**config.mk**
```make
export PLATFORM = sky130hd
export DESIGN_NAME = zin_ctrl
export DESIGN_NICKNAME = d
export VERILOG_FILES = /design/src/rtl/zin_ctrl.sv
export SDC_FILE = /design/constraint.sdc
export NUM_CORES = 1
export LEC_CHECK = 0
export ABC_AREA = 1
export CORE_AREA = 2 2 86 88
export DETAILED_ROUTE_END_ITERATION = 7
export DIE_AREA = 0 0 88 90
export GPL_ROUTABILITY_DRIVEN = 0
export MAX_ROUTING_LAYER = met4
export REMOVE_ABC_BUFFERS = 1
export SYNTH_ARGS = -nofsm -noshare
export SYNTH_HDL_FRONTEND = slang
export SYNTH_SLANG_ARGS = --single-unit
```
**constraint.sdc**
```tcl
create_clock -name clk -period 1.54 [get_ports clk]
set_input_delay 0.154 -clock clk [delete_from_list [all_inputs] [get_ports clk]]
set_output_delay 0.154 -clock clk [all_outputs]
set_load 0.005 [all_outputs]
```
**src/rtl/zin_ctrl.sv**
```systemverilog
// zin_ctrl: load-side burst controller. It accepts a burst of source beats over
// a valid/ready handshake, and for each beat it drives a PSU load strobe and a
// source read address. It steps the destination TAPU index after every group of
// beats and pulses done when the final beat is taken.
module zin_ctrl #(
  parameter int DEPTH_W      = 8,
  parameter int TAPU_DEPTH_W = 5,
  parameter int TAPU_IDX_W   = 3,
  parameter int ADDR_W       = 10
) (
  input  logic                    clk,
  input  logic                    rst_n,
  input  logic                    zin_start,
  output logic                    zin_done,
  output logic                    zin_busy,
  input  logic [DEPTH_W-1:0]      load_depth,
  input  logic [TAPU_DEPTH_W-1:0] load_tapu_depth,
  input  logic [ADDR_W-1:0]       base_addr,
  input  logic                    src_valid,
  output logic                    src_ready,
  output logic [ADDR_W-1:0]       rd_addr,
  output logic                    psu_load_en,
  output logic [TAPU_IDX_W-1:0]   tapu_load_idx
);

  typedef enum logic {
    IDLE = 1'b0,
    LOAD = 1'b1
  } state_t;

  state_t                  r_state;
  state_t                  w_next_state;
  logic [DEPTH_W-1:0]      r_depth;
  logic [TAPU_DEPTH_W-1:0] r_tapu_depth;
  logic [ADDR_W-1:0]       r_base;
  logic [DEPTH_W-1:0]      r_beat_cnt;
  logic [TAPU_DEPTH_W-1:0] r_tapu_cnt;
  logic [TAPU_IDX_W-1:0]   r_tapu_idx;
  logic                    w_beat;
  logic                    w_last;
  logic                    w_accept_start;

  // Start is only honoured from IDLE; a start seen during LOAD is dropped.
  assign w_accept_start = (r_state == IDLE) && zin_start;

  // State register.
  always_ff @(posedge clk or negedge rst_n) begin
    // NOTE: registers update with non-blocking assignments so every flop
    // samples the values present before the edge, regardless of block order.
    if (!rst_n) r_state <= IDLE;
    else        r_state <= w_next_state;
  end

  // Next-state decode and handshake outputs; ready depends on state only.
  always_comb begin
    // NOTE: every signal gets a default before the case so no path leaves it
    // unassigned, which would otherwise infer a latch.
    w_next_state = r_state;
    zin_busy     = 1'b0;
    src_ready    = 1'b0;
    psu_load_en  = 1'b0;
    zin_done     = 1'b0;
    w_beat       = 1'b0;
    w_last       = 1'b0;
    case (r_state)
      IDLE: begin
        if (zin_start) w_next_state = LOAD;
      end
      LOAD: begin
        zin_busy    = 1'b1;
        src_ready   = 1'b1;
        w_beat      = src_valid;
        psu_load_en = src_valid;
        w_last      = src_valid && (r_beat_cnt == r_depth);
        zin_done    = w_last;
        if (w_last) w_next_state = IDLE;
      end
      default: w_next_state = IDLE;
    endcase
  end

  // Burst configuration capture and beat/TAPU counters.
  always_ff @(posedge clk or negedge rst_n) begin
    if (!rst_n) begin
      r_depth      <= '0;
      r_tapu_depth <= '0;
      r_base       <= '0;
      r_beat_cnt   <= '0;
      r_tapu_cnt   <= '0;
      r_tapu_idx   <= '0;
    end else if (w_accept_start) begin
      r_depth      <= load_depth;
      r_tapu_depth <= load_tapu_depth;
      r_base       <= base_addr;
      r_beat_cnt   <= '0;
      r_tapu_cnt   <= '0;
      r_tapu_idx   <= '0;
    end else if (w_beat) begin
      // The beat counter returns to zero after the final beat; the TAPU index
      // is left alone so it still shows the last destination while idle.
      r_beat_cnt <= w_last ? '0 : r_beat_cnt + DEPTH_W'(1);
      if (r_tapu_cnt == r_tapu_depth) begin
        r_tapu_cnt <= '0;
        r_tapu_idx <= r_tapu_idx + TAPU_IDX_W'(1);
      end else begin
        r_tapu_cnt <= r_tapu_cnt + TAPU_DEPTH_W'(1);
      end
    end
  end

  // Source address wraps naturally at the ADDR_W boundary.
  assign rd_addr       = r_base + ADDR_W'(r_beat_cnt);
  assign tapu_load_idx = r_tapu_idx;

endmodule

```
---- Yosys cells after proc, flatten, opt, wreduce, memory -nomap -nowiden ----
Index checks and enable logic that the tools add are counted.
word-level totals
  flip-flop bits (word level) ............. 40
cells by class
  $add $sub $neg .......................... 4
  eq/ne operators ......................... 2
  mux-type cells .......................... 15
  bitwise operators ....................... 1
  reductions and logical operators ........ 5
operators by type and width
  kind                   count
  $mux W8                3
  $mux W5                3
  $add A10 B8 Y10        1
  $mux W3                3
  $add A8 B1 Y8 const B  1
  $eq A8 B8 Y1           1
  $add A5 B1 Y5 const B  1
  $eq A5 B5 Y1           1
  $mux W1                5
  $reduce_bool A2 Y1     2
  $add A3 B1 Y3 const B  1
  $logic_and A1 B1 Y1    2
  $pmux W1 S2            1
  $reduce_and A2 Y1      1
  $not A1 Y1             1

---- Depth between registers and ports, before layout ----
Gate-level depths: netlist of the first run.
  word-level depth ........................ 6
  mapped depth ............................ 9
  gate-level depth less buffers ........... 9

---- Least setup slack after synthesis of the first run ----
Ideal clock, no wire load.
  kind .................................... register to output
  from .................................... reg r_beat_cnt[0]
  to ...................................... out rd_addr[8]
  arrival time ............................ 1,555 ps
  slack ................................... -169 ps
  cell stages (with the launch flop) ...... 9
  cell sequence ........................... dfrtp_1 -> ha_1 -> inv_1 -> fa_1 -> o21ai_1 -> nand4_1 -> nand2_1 -> nand2_1 -> nand2_1
between the ends
  cells in the longest elaborated chain, start to end .. 1
ends and longest elaborated chain
  what                      line  text
  start: declaration        36    logic [DEPTH_W-1:0] r_beat_cnt;
  start signal: assignment  101   r_beat_cnt <= w_last ? '0 : r_beat_cnt + DEPTH_W'(1);
  $add A10 B8 Y10           112   assign rd_addr = r_base + ADDR_W'(r_beat_cnt);
  end: declaration          21    output logic [ADDR_W-1:0] rd_addr,
No other way between the ends.

---- Final worst setup path of the first run ----
  from .................................... reg r_base[0]
  to ...................................... out rd_addr[8]
between the ends
  cells in the longest elaborated chain, start to end .. 1
ends and longest elaborated chain
  what                      line  text
  start: declaration        35    logic [ADDR_W-1:0] r_base;
  start signal: assignment  94    r_base <= base_addr;
  $add A10 B8 Y10           112
No other way between the ends.

==> results of run 1 <==
-- final cells by class --
cell class | instances | area (sq um)
Timing Repair Buffer | 103 | 917
Clock buffer | 5 | 68.8
Multi-Input combinational cell | 229 | 1450
Clock inverter | 2 | 12.5
Sequential cell | 40 | 1000
Tap cell | 99 | 124
Inverter | 39 | 151
Fill cell | 656 | 3300
-- worst max-delay path: stages (launching register included) --
cell	delay (ns)
dfrtp_1	0.36
ha_2	0.20
inv_2	0.05
fa_2	0.37
o21ai_4	0.21
nand4_1	0.14
nand2_1	0.09
nand2_1	0.05
nand2_1	0.04
buf_2	0.10
-- placed cells by master, fill, tap and decap left out, drive strengths merged, types with 2 or more instances in the layout --
cell and instances:
clkbuf 5, inv 38, dlygate4sd2 2, clkinv 2, o21ai 18, buf 70, a21oi 6, nor2 17
ha 11, xor2 14, xnor2 4, clkdlybuf4s50 30, nand3 22, nand4 3, dfrtp 40, nand2 127
-- worst min-delay path by stage --
stage,startpoint,endpoint
after floorplan,rst_n,r_base[0]
after global placement,rst_n,tapu_load_idx[1]
after global routing,rst_n,tapu_load_idx[1]
after CTS,rst_n,tapu_load_idx[1]
after detailed placement,rst_n,tapu_load_idx[1]
final,rst_n,tapu_load_idx[1]
-- sequential cells by signal, summed over array words and instances, names as in the netlist --
| signal | cells |
|---|---|
| r_base | 10 |
| r_beat_cnt | 8 |
| r_depth | 8 |
| r_state | 1 |
| r_tapu_cnt | 5 |
| r_tapu_depth | 5 |
| tapu_load_idx | 3 |
-- cells in the mapped netlist, drive strengths merged --
library cell  number  area share
nand2            127        0.21
dfrtp             40        0.42
inv               38       0.060
nand3             22       0.055
o21ai             18       0.039
nor2              17       0.031
xor2              14       0.051
ha                11       0.057
a21oi              6       0.013
buf                6       0.016
xnor2              4       0.015
nand4              3      0.0078
a21boi             1      0.0031
a21o               1      0.0031
a31oi              1      0.0026
clkinv             1      0.0016
fa                 1      0.0084
nor3               1      0.0042
o21bai             1      0.0031
o22ai              1      0.0026
-- metal layers --
layer  vias to the layer above  track usage
met5                         -            -
met4                         0       0.0449
met3                        10       0.0340
met2                        35        0.285
met1                      1075        0.204
li1                       1181            -
-- logic make-up (layout without fill, tap and decap cells) --
| logic type | Yosys count | after routing |
|---|---|---|
| AO/OA/AOI/OAI | 29 | 29 |
| XOR/XNOR | 18 | 18 |
| adder cells (fa/ha/maj) | 12 | 12 |
| buffers and inverters | 45 | 149 |
| flip-flops | 40 | 40 |
| AND/OR/NAND/NOR | 170 | 170 |
-- power breakdown --
part | total [mW] | switching [mW] | internal, mW | leakage [nW]
Clock | 0.691 | 0.384 | 0.307 | 0.0400
Sequential | 1.88 | 0.389 | 1.50 | 0.505
Combinational | 4.18 | 1.99 | 2.19 | 1.36
-- stage by stage --
step	util	cell area (sq um)	power, mW
2_1_floorplan	-	2360	3.53
3_5_place_dp	0.464	3260	5.28
5_1_grt	0.530	3720	7.36
3_3_place_gp	0.464	3260	5.23
6_report	0.530	3720	6.76
4_1_cts	0.507	3560	6.31
-- what timing repair did --
action / in CTS / in global routing
hold buffers: 1 / 0
endpoints found under the hold margin: 18 / 0
resized for setup: 80 / 38
setup buffers: 11 / 8
pin swaps: 30 / 29
setup endpoints to repair: 12 / 14
==> metrics.txt, run 1 <==
I/O Pins=44; Final period util=1.34; Crit Reg-Reg Endpoint=r_beat_cnt[2]; CP endpoint kind=output pin; Iter 0 DRT Violations=94; Slew headroom=0.691; count of cell types in the netlist=31; vias in the first global route=2,355; Power Density=1820 nW/um^2; GR Overflow Total=0; Max Cap Viol=0; drt drc=0; Placed Instances=494; Port Buffers=43; Synth warnings=0; CTS tree=done; Placement Rows=31; combinational family with the most area after synthesis=simple AND/OR/NAND/NOR gates; CP Max Fanout=3; Leak=around 1.9 nW; peak supply drop=between 0.7 and 0.8 mV; minimum clock period=2.06 ns; deepest clock path buffer count=2; XOR/XNOR share of the synthesized area=0.0658; mapped cell area=2390 sq um; share of cells above drive strength 1=0.321; CTS Buf Count=5; mux contribution to synthesized area=0; Final Hold Viols=0; Layout area overhead=55.4%; violated checks=setup timing; global-route wire length before repair=10.5 mm; Root Driver=clkbuf_8; Hold Path Class=in2async; Tightest Pin Transition=0.463 ns; fraction of the mapped netlist area in simple logic gates=0.307; Setup TNS Final=-3.95 ns; DIE AREA=7920 sq um; register area share after synthesis=0.418; met3 WL=about 190 microns; Via Count=2,301; met2 WL=3.16 mm; vias per cell=4.45; fin worst setup slack=-0.521 ns; Final #Nets=457; Reg2Reg Setup Slack=0.10 ns; Synth Register Bits=40; syn_area_per_cell=7.63 sq um; # clock sinks=40; Clock transition at path regs=~0.08 ns; Wirelength per Cell=around 12 microns; WHS=0.323 ns; post-route insts no fill=517; overall die width=88 microns; 1st-pass router iterations=4; Routed Antenna Nets=0; Place WS=-0.689 ns; Clk Latency, worst-skew pair=0.30 ns; status=complete, but fails checks; post-synthesis adder-cell area fraction=0.0658; skew final=0.00604 ns; Critical Path Source Type=flop; WL final=6.20 mm; Max Clk Rate=0.485 GHz; final setup vio count=10; Worst setup endpoint=rd_addr[8]; largest net degree at the start of global routing=23; core area=7020 sq um; post-synthesis compound-gate area fraction=0.0664; height of the die=90 microns; Final Max Tran Viols=0; depth of the worst register-to-register path=10; WP data arrival=1.91 ns; ANT cells=0; reg-to-reg critical path startpoint=r_beat_cnt[7]; unrepaired setup endpoints after global routing=yes; worst endpoint required time=1.39 ns; H-tree depth=2; Syn Inst Count=314; Routed met1 length=2.76 mm; Post-DP HPWL=~4.2 mm; Initial Util=0.341; CP Class=reg2out; initial antenna violation count=0; DR top layer=met4; Total Routing Usage GR=0.169; beginning of the critical path=r_base[0]
No activity file was read; power rests on OpenSTA's default activity.
==> run 2, diff against run 1 <==
--- a/config.mk
+++ b/config.mk
@@ -6,11 +6,12 @@
 export NUM_CORES = 1
 export LEC_CHECK = 0
 export ABC_AREA = 1
-export CORE_AREA = 2 2 86 88
+export CORE_AREA = 2 2 75 77
 export DETAILED_ROUTE_END_ITERATION = 7
-export DIE_AREA = 0 0 88 90
+export DIE_AREA = 0 0 77 79
 export GPL_ROUTABILITY_DRIVEN = 0
 export MAX_ROUTING_LAYER = met4
+export PLACE_DENSITY = 0.74
 export REMOVE_ABC_BUFFERS = 1
 export SYNTH_ARGS = -nofsm -noshare
 export SYNTH_HDL_FRONTEND = slang
==> run 2 against run 1 <==
  * The flow still finishes with violations (setup timing)
  * Sequential share of layout area rose by 0.56 points
  * Final cell count fell by 5.8%
  * Fmax fell by 1.2%
  * Wire length rose by 1.1%
  * Final area fell by 2.1%
  * Critical path depth did not move
  * Setup slack got worse by 0.025 ns
  * Sequential power barely moved
  * Hold slack improved by 0.063 ns
  * Count of clock-buffer cells in the layout did not move
  * Register-to-register slack got worse by 0.16 ns
  * Via count rose by 0.65%
  * Critical endpoint is now rd_addr[7]
==> metrics.txt, run 2 (synthesis gave the netlist of run 1 again) <==
initial antenna violation count=0 (unchanged); minimum clock period=2.09 ns (was 2.06 ns); Placement Rows=27 (was 31); core area=5340 sq um (was 7020 sq um); Comb power frac=0.601 (was 0.619); commonest non-fill, non-tap cell in the layout=nand2_1 (unchanged); deepest clock path buffer count=2 (unchanged); overall die width=77 microns (was 88 microns); Final Hold Viols=0 (unchanged); hold-critical path endpoint=r_tapu_depth[4]; reg-to-reg critical path startpoint=r_beat_cnt[1] (was r_beat_cnt[7]); status=complete, but fails checks (unchanged); Total Power=6.85 mW (was 6.76 mW); Hold Path Class=in2reg (was in2async); hold_sp=load_tapu_depth[4]; height of the die=79 microns (was 90 microns); # clock sinks=40 (unchanged); Layout area overhead=52.2% (was 55.4%); max FFs per register=10 (unchanged); hold path depth=3; WP data arrival=1.93 ns (was 1.91 ns); Initial Util=0.449 (was 0.341); CTS Buf Count=5 (unchanged); CP endpoint kind=output pin (unchanged); slowest library cell on the worst path=dfrtp_1 (was fa_2); beginning of the critical path=r_beat_cnt[1] (was r_base[0]); WP buf/inv=3 (was 2); Setup TNS Final=-4.29 ns (was -3.95 ns); Iter 0 DRT Violations=114 (was 94); Port Buffers=43 (unchanged); # fillers=435 (was 656); crit path cell chain=buf_6 > ha_4 > nand2_4 > o21ai_4 > buf_6 > nand3_2 > nand2_1 > xor2_1 > buf_2 (was ha_2 > inv_2 > fa_2 > o21ai_4 > nand4_1 > nand2_1 > nand2_1 > nand2_1 > buf_2); largest net degree at the start of global routing=28 (was 23); worst endpoint required time=1.39 ns (about the same); cell internal pwr=4.09 mW (was 3.99 mW); Crit Reg-Reg Endpoint=r_state (was r_beat_cnt[2]); Via Count=2,316 (was 2,301); Slew headroom=0.583 (was 0.691); CP Class=reg2out (unchanged); Final #Nets=453 (was 457); Net Sw Power=2.76 mW (about the same); CP Max Fanout=2 (was 3); DIE AREA=6080 sq um (was 7920 sq um); Final period util=1.35 (was 1.34); most frequent cells in the layout=nand2_1, buf_4, dfrtp_1 (unchanged); Power Density=1880 nW/um^2 (was 1820 nW/um^2); final setup vio count=14 (was 10); vias in the first global route=2,266 (was 2,355); WL final=6.27 mm (was 6.20 mm); 1st-pass router iterations=4 (unchanged); GR Overflow Total=0 (unchanged); Total Routing Usage GR=0.213 (was 0.169); depth of the worst register-to-register path=13 (was 10); Final Max Tran Viols=0 (unchanged); I/O Pins=44 (unchanged); Final Util=0.683 (was 0.530); register share of total power=0.272 (was 0.279); WHS=0.386 ns (was 0.323 ns); CTS tree=done (unchanged); vias per cell=4.76 (was 4.45); Wirelength per Cell=12.9 microns (was 12.0 microns); fin worst setup slack=-0.546 ns (was -0.521 ns); violated checks=setup timing (unchanged); Reg with most FFs=r_base (unchanged); Clock transition at path regs=0.08 ns (about the same); Root Driver=clkbuf_8 (unchanged); unrepaired setup endpoints after global routing=yes (unchanged); Reg2Reg Setup Slack=-0.06 ns (was 0.10 ns); skew final=0.00544 ns (was 0.00604 ns); Clk Latency, worst-skew pair=0.30 ns (about the same); switching part of the total=0.403 (was 0.409); Post-DP HPWL=4.10 mm (was 4.19 mm); peak supply drop=1.02 mV (was 0.780 mV); critical path's top delay family=buffers and inverters (was adder cells); Leak=1.89 nW (was 1.91 nW); Max Clk Rate=0.479 GHz (was 0.485 GHz); global-route wire length before repair=10.0 mm (was 10.5 mm); Regs by FF count=r_base x10, r_beat_cnt x8, r_depth x8 (unchanged); Tightest Pin Transition=0.625 ns (was 0.463 ns); share of cells above drive strength 1=0.313 (was 0.321); Routed Antenna Nets=0 (unchanged); most frequent cell on the critical path=buf_6 (was nand2_1); Max Cap Viol=0 (unchanged); Max stage delay on crit path=0.40 ns (was 0.37 ns); Clock Power Share=0.127 (was 0.102); drt drc=0 (unchanged); Critical Path Source Type=flop (unchanged); H-tree depth=2 (unchanged); ANT cells=0 (unchanged)
[run 2: changes by cell type in the layout (fill, tap and decap cells not counted), sizes merged]
cell / change
dlygate4sd2: -1
buf: -4
dlymetal6s2s: +1
bufinv: +1
[run 2: area by class of cell]
class / count / area (sq um) / share of cell area
multi-input cells: 229 / 1440 / 0.395
flip-flops and latches: 40 / 1000 / 0.275
repair buffers: 99 / 858 / 0.235
inverters: 39 / 146 / 0.0402
well taps: 72 / 90.1 / 0.0247
clock buffers: 5 / 68.8 / 0.0189
clock inverters: 3 / 42.5 / 0.0117
[run 2: layer usage]
layer  global-route usage  share of wire  vias up
li1                     -              -     1178
met1                0.252           0.43     1078
met2                0.369           0.52       49
met3               0.0420          0.031       11
met4               0.0661          0.020        0
met5                    -              0        -
[run 2: worst reg2reg max path: cells and delay by family, from the launching register on]
family	cells	cell delay, ns
AND/OR/NAND/NOR	7	0.44
flip-flops	1	0.40
buffers and inverters	6	0.66
[run 2: power by group through the flow]
stage | Combinational (mW) | Sequential [mW] | Clock (mW)
2_1_floorplan | 1.72 | 1.82 | 0
3_3_place_gp | 3.31 | 1.81 | 0
3_5_place_dp | 3.37 | 1.83 | 0
4_1_cts | 3.59 | 1.84 | 0.883
5_1_grt | 4.55 | 1.92 | 0.925
6_report | 4.12 | 1.86 | 0.868
[run 2: per-stage QoR]
step / setup slack, ns / instance area (sq um) / instances
finish: -0.546 / 3650 / 487
global route: -0.664 / 3650 / 487
CTS: -0.533 / 3450 / 484
detailed placement: -0.693 / 3170 / 463
global placement: -0.640 / 3170 / 463
floorplan: -0.169 / 2360 / 308
[run 2: worst max path at each step]
stage	endpoint	slack (ns)	cells after the start
after floorplan	rd_addr[8]	-0.17	8
after global placement	rd_addr[8]	-0.64	9
after detailed placement	rd_addr[8]	-0.69	9
after CTS	rd_addr[8]	-0.53	9
after global routing	rd_addr[8]	-0.66	9
final	rd_addr[7]	-0.55	9
[run 2: timing repair]
action | 4_1_cts | 5_1_grt
endpoints found under the setup margin | 12 | 20
pin swaps | 25 | 21
gates resized for setup | 67 | 43
buffers inserted | 12 | 5
hold buffers | 1 | 0
cloned | 0 | 1
hold endpoints to repair | 25 | 0
==> run 3, diff against run 2 <==
--- a/config.mk
+++ b/config.mk
@@ -13,6 +13,7 @@
 export MAX_ROUTING_LAYER = met4
 export PLACE_DENSITY = 0.74
 export REMOVE_ABC_BUFFERS = 1
+export SKIP_CTS_REPAIR_TIMING = 1
 export SYNTH_ARGS = -nofsm -noshare
 export SYNTH_HDL_FRONTEND = slang
 export SYNTH_SLANG_ARGS = --single-unit
==> run 3 against run 2 <==
  * The flow still finishes with violations (setup timing)
  * Flip-flop and latch count unchanged
  * Register-to-register slack improved by 0.18 ns
  * Fmax decreased by 3.8%
  * Hold slack improved by 0.0044 ns
  * Highest routed layer unchanged
  * Critical path type unchanged
==> metrics.txt, run 3 (synthesis gave the netlist of run 1 again) <==
share of cells above drive strength 1=0.277 (was 0.313); Power Density=1860 nW/um^2 (was 1880 nW/um^2); Leak=1.87 nW (was 1.89 nW); Port Buffers=43 (unchanged); violated checks=setup timing (unchanged); commonest non-fill, non-tap cell in the layout=nand2_1 (unchanged); 1st-pass router iterations=4 (unchanged); largest net degree at the start of global routing=28 (unchanged); Slew headroom=0.583 (about the same); unrepaired setup endpoints after global routing=yes (unchanged); H-tree depth=2 (unchanged); switching part of the total=0.398 (was 0.403); depth of the worst register-to-register path=7 (was 13); Total Routing Usage GR=0.198 (was 0.213); Layout area overhead=46.8% (was 52.2%); met3 WL=214 microns (was 194 microns); # fillers=453 (was 435); register share of total power=0.286 (was 0.272); ANT cells=0 (unchanged); drt drc=0 (unchanged); Crit Reg-Reg Endpoint=r_tapu_cnt[4] (was r_state); core area=5340 sq um (unchanged); Initial Util=0.449 (unchanged); CP endpoint kind=output pin (unchanged); Clock Power Share=0.131 (was 0.127); Hold Path Class=in2reg (unchanged); minimum clock period=2.17 ns (was 2.09 ns); Tightest Pin Transition=0.626 ns (was 0.625 ns); Clock transition at path regs=0.08 ns (about the same); WL final=5.90 mm (was 6.27 mm); DR top layer=met4 (unchanged); CTS Buf Count=5 (unchanged); DIE AREA=6080 sq um (unchanged); height of the die=79 microns (unchanged); Comb power frac=0.583 (was 0.601); overall die width=77 microns (unchanged); Iter 0 DRT Violations=72 (was 114); vias per cell=4.74 (was 4.76); met2 WL=3.01 mm (was 3.28 mm); I/O Pins=44 (unchanged); hold-critical path endpoint=r_tapu_depth[4] (unchanged); Reg with most FFs=r_base (unchanged); hold_sp=load_tapu_depth[4] (unchanged); skew final=0.00883 ns (was 0.00544 ns); Placement Rows=27 (unchanged); Clk Latency, worst-skew pair=0.29 ns (was 0.30 ns); Reg2Reg Setup Slack=0.12 ns (was -0.06 ns); Final #Nets=449 (was 453); Via Count=2,291 (was 2,316); fin worst setup slack=-0.628 ns (was -0.546 ns); cell internal pwr=3.94 mW (was 4.09 mW); status=complete, but fails checks (unchanged); max FFs per register=10 (unchanged); Place WS=-0.693 ns (unchanged); Routed Antenna Nets=0 (unchanged); Final Hold Viols=0 (unchanged); Routed met1 length=2.55 mm (was 2.67 mm); peak supply drop=1.02 mV (about the same); Placed Instances=463 (unchanged); CP Class=reg2out (unchanged); Final period util=1.41 (was 1.35); hold path depth=3 (unchanged); vias in the first global route=2,148 (was 2,266); Regs by FF count=r_base x10, r_beat_cnt x8, r_depth x8 (unchanged); post-route insts no fill=483 (was 487); reg-to-reg critical path startpoint=r_state (was r_beat_cnt[1]); Max Cap Viol=0 (unchanged); WP data arrival=2.01 ns (was 1.93 ns); Max Clk Rate=0.461 GHz (was 0.479 GHz); CTS tree=done (unchanged); # clock sinks=40 (unchanged); global-route wire length before repair=9.37 mm (was 10.0 mm); initial antenna violation count=0 (unchanged); Post-DP HPWL=4.10 mm (unchanged); GR Overflow Total=0 (unchanged); Wirelength per Cell=12.2 microns (was 12.9 microns); CP Max Fanout=2 (unchanged); deepest clock path buffer count=2 (unchanged); Critical Path Source Type=flop (unchanged); Root Driver=clkbuf_8 (unchanged); Net Sw Power=2.60 mW (was 2.76 mW); final setup vio count=10 (was 14); worst endpoint required time=1.39 ns (about the same); most frequent cells in the layout=nand2_1, buf_4, dfrtp_1 (unchanged); Final Max Tran Viols=0 (unchanged)
==> run 3: worst max-delay path: stages, from the launching register on <==
cell     delay, ns
dfrtp_1       0.36
ha_2          0.20
inv_2         0.05
fa_2          0.40
o21ai_4       0.16
buf_6         0.12
buf_4         0.10
a21oi_1       0.06
xor2_1        0.15
buf_2         0.13
==> run 3: final cells by class <==
type,instances,area [sq um],share of cell area
well taps,72,90.1,0.0256
clock inverters,3,42.5,0.0121
clock buffers,5,68.8,0.0196
inverters,39,146,0.0417
flip-flops and latches,40,1000,0.285
repair buffers,95,796,0.226
multi-input cells,229,1370,0.390
==> run 3: layer usage <==
metal,GRT usage,up-vias
met5,-,-
met2,0.331,62
met4,0.0607,0
li1,-,1167
met1,0.244,1052
met3,0.0420,10
==> run 3: how the worst max path moves through the flow <==
stage | from | endpoint | cells past startpoint
floorplan | r_beat_cnt[0] | rd_addr[8] | 8
global placement | r_base[0] | rd_addr[8] | 9
detailed placement | r_base[0] | rd_addr[8] | 9
CTS | r_base[0] | rd_addr[8] | 9
global route | r_base[0] | rd_addr[8] | 10
finish | r_base[0] | rd_addr[6] | 9
==> run 3: per-stage QoR <==
step                      power (mW)  instance area (sq um)  hold WS [ns]  utilization  TNS, ns
after floorplan                 3.53                   2360        -0.142            -   -0.354
after global placement          5.12                   3170         0.202        0.594    -4.91
after detailed placement        5.21                   3170         0.203        0.594    -5.17
final                           6.54                   3510         0.391        0.658    -3.91
after CTS                       6.10                   3280        -0.123        0.615    -8.13
after global routing            7.12                   3510         0.394        0.658    -5.02
==> run 3: power groups by stage <==
| stage | clock network (mW) | logic, mW | registers [mW] |
|---|---|---|---|
| floorplan | 0 | 1.72 | 1.82 |
| global placement | 0 | 3.31 | 1.81 |
| detailed placement | 0 | 3.37 | 1.83 |
| CTS | 0.883 | 3.40 | 1.82 |
| global route | 0.926 | 4.27 | 1.93 |
| finish | 0.858 | 3.81 | 1.87 |
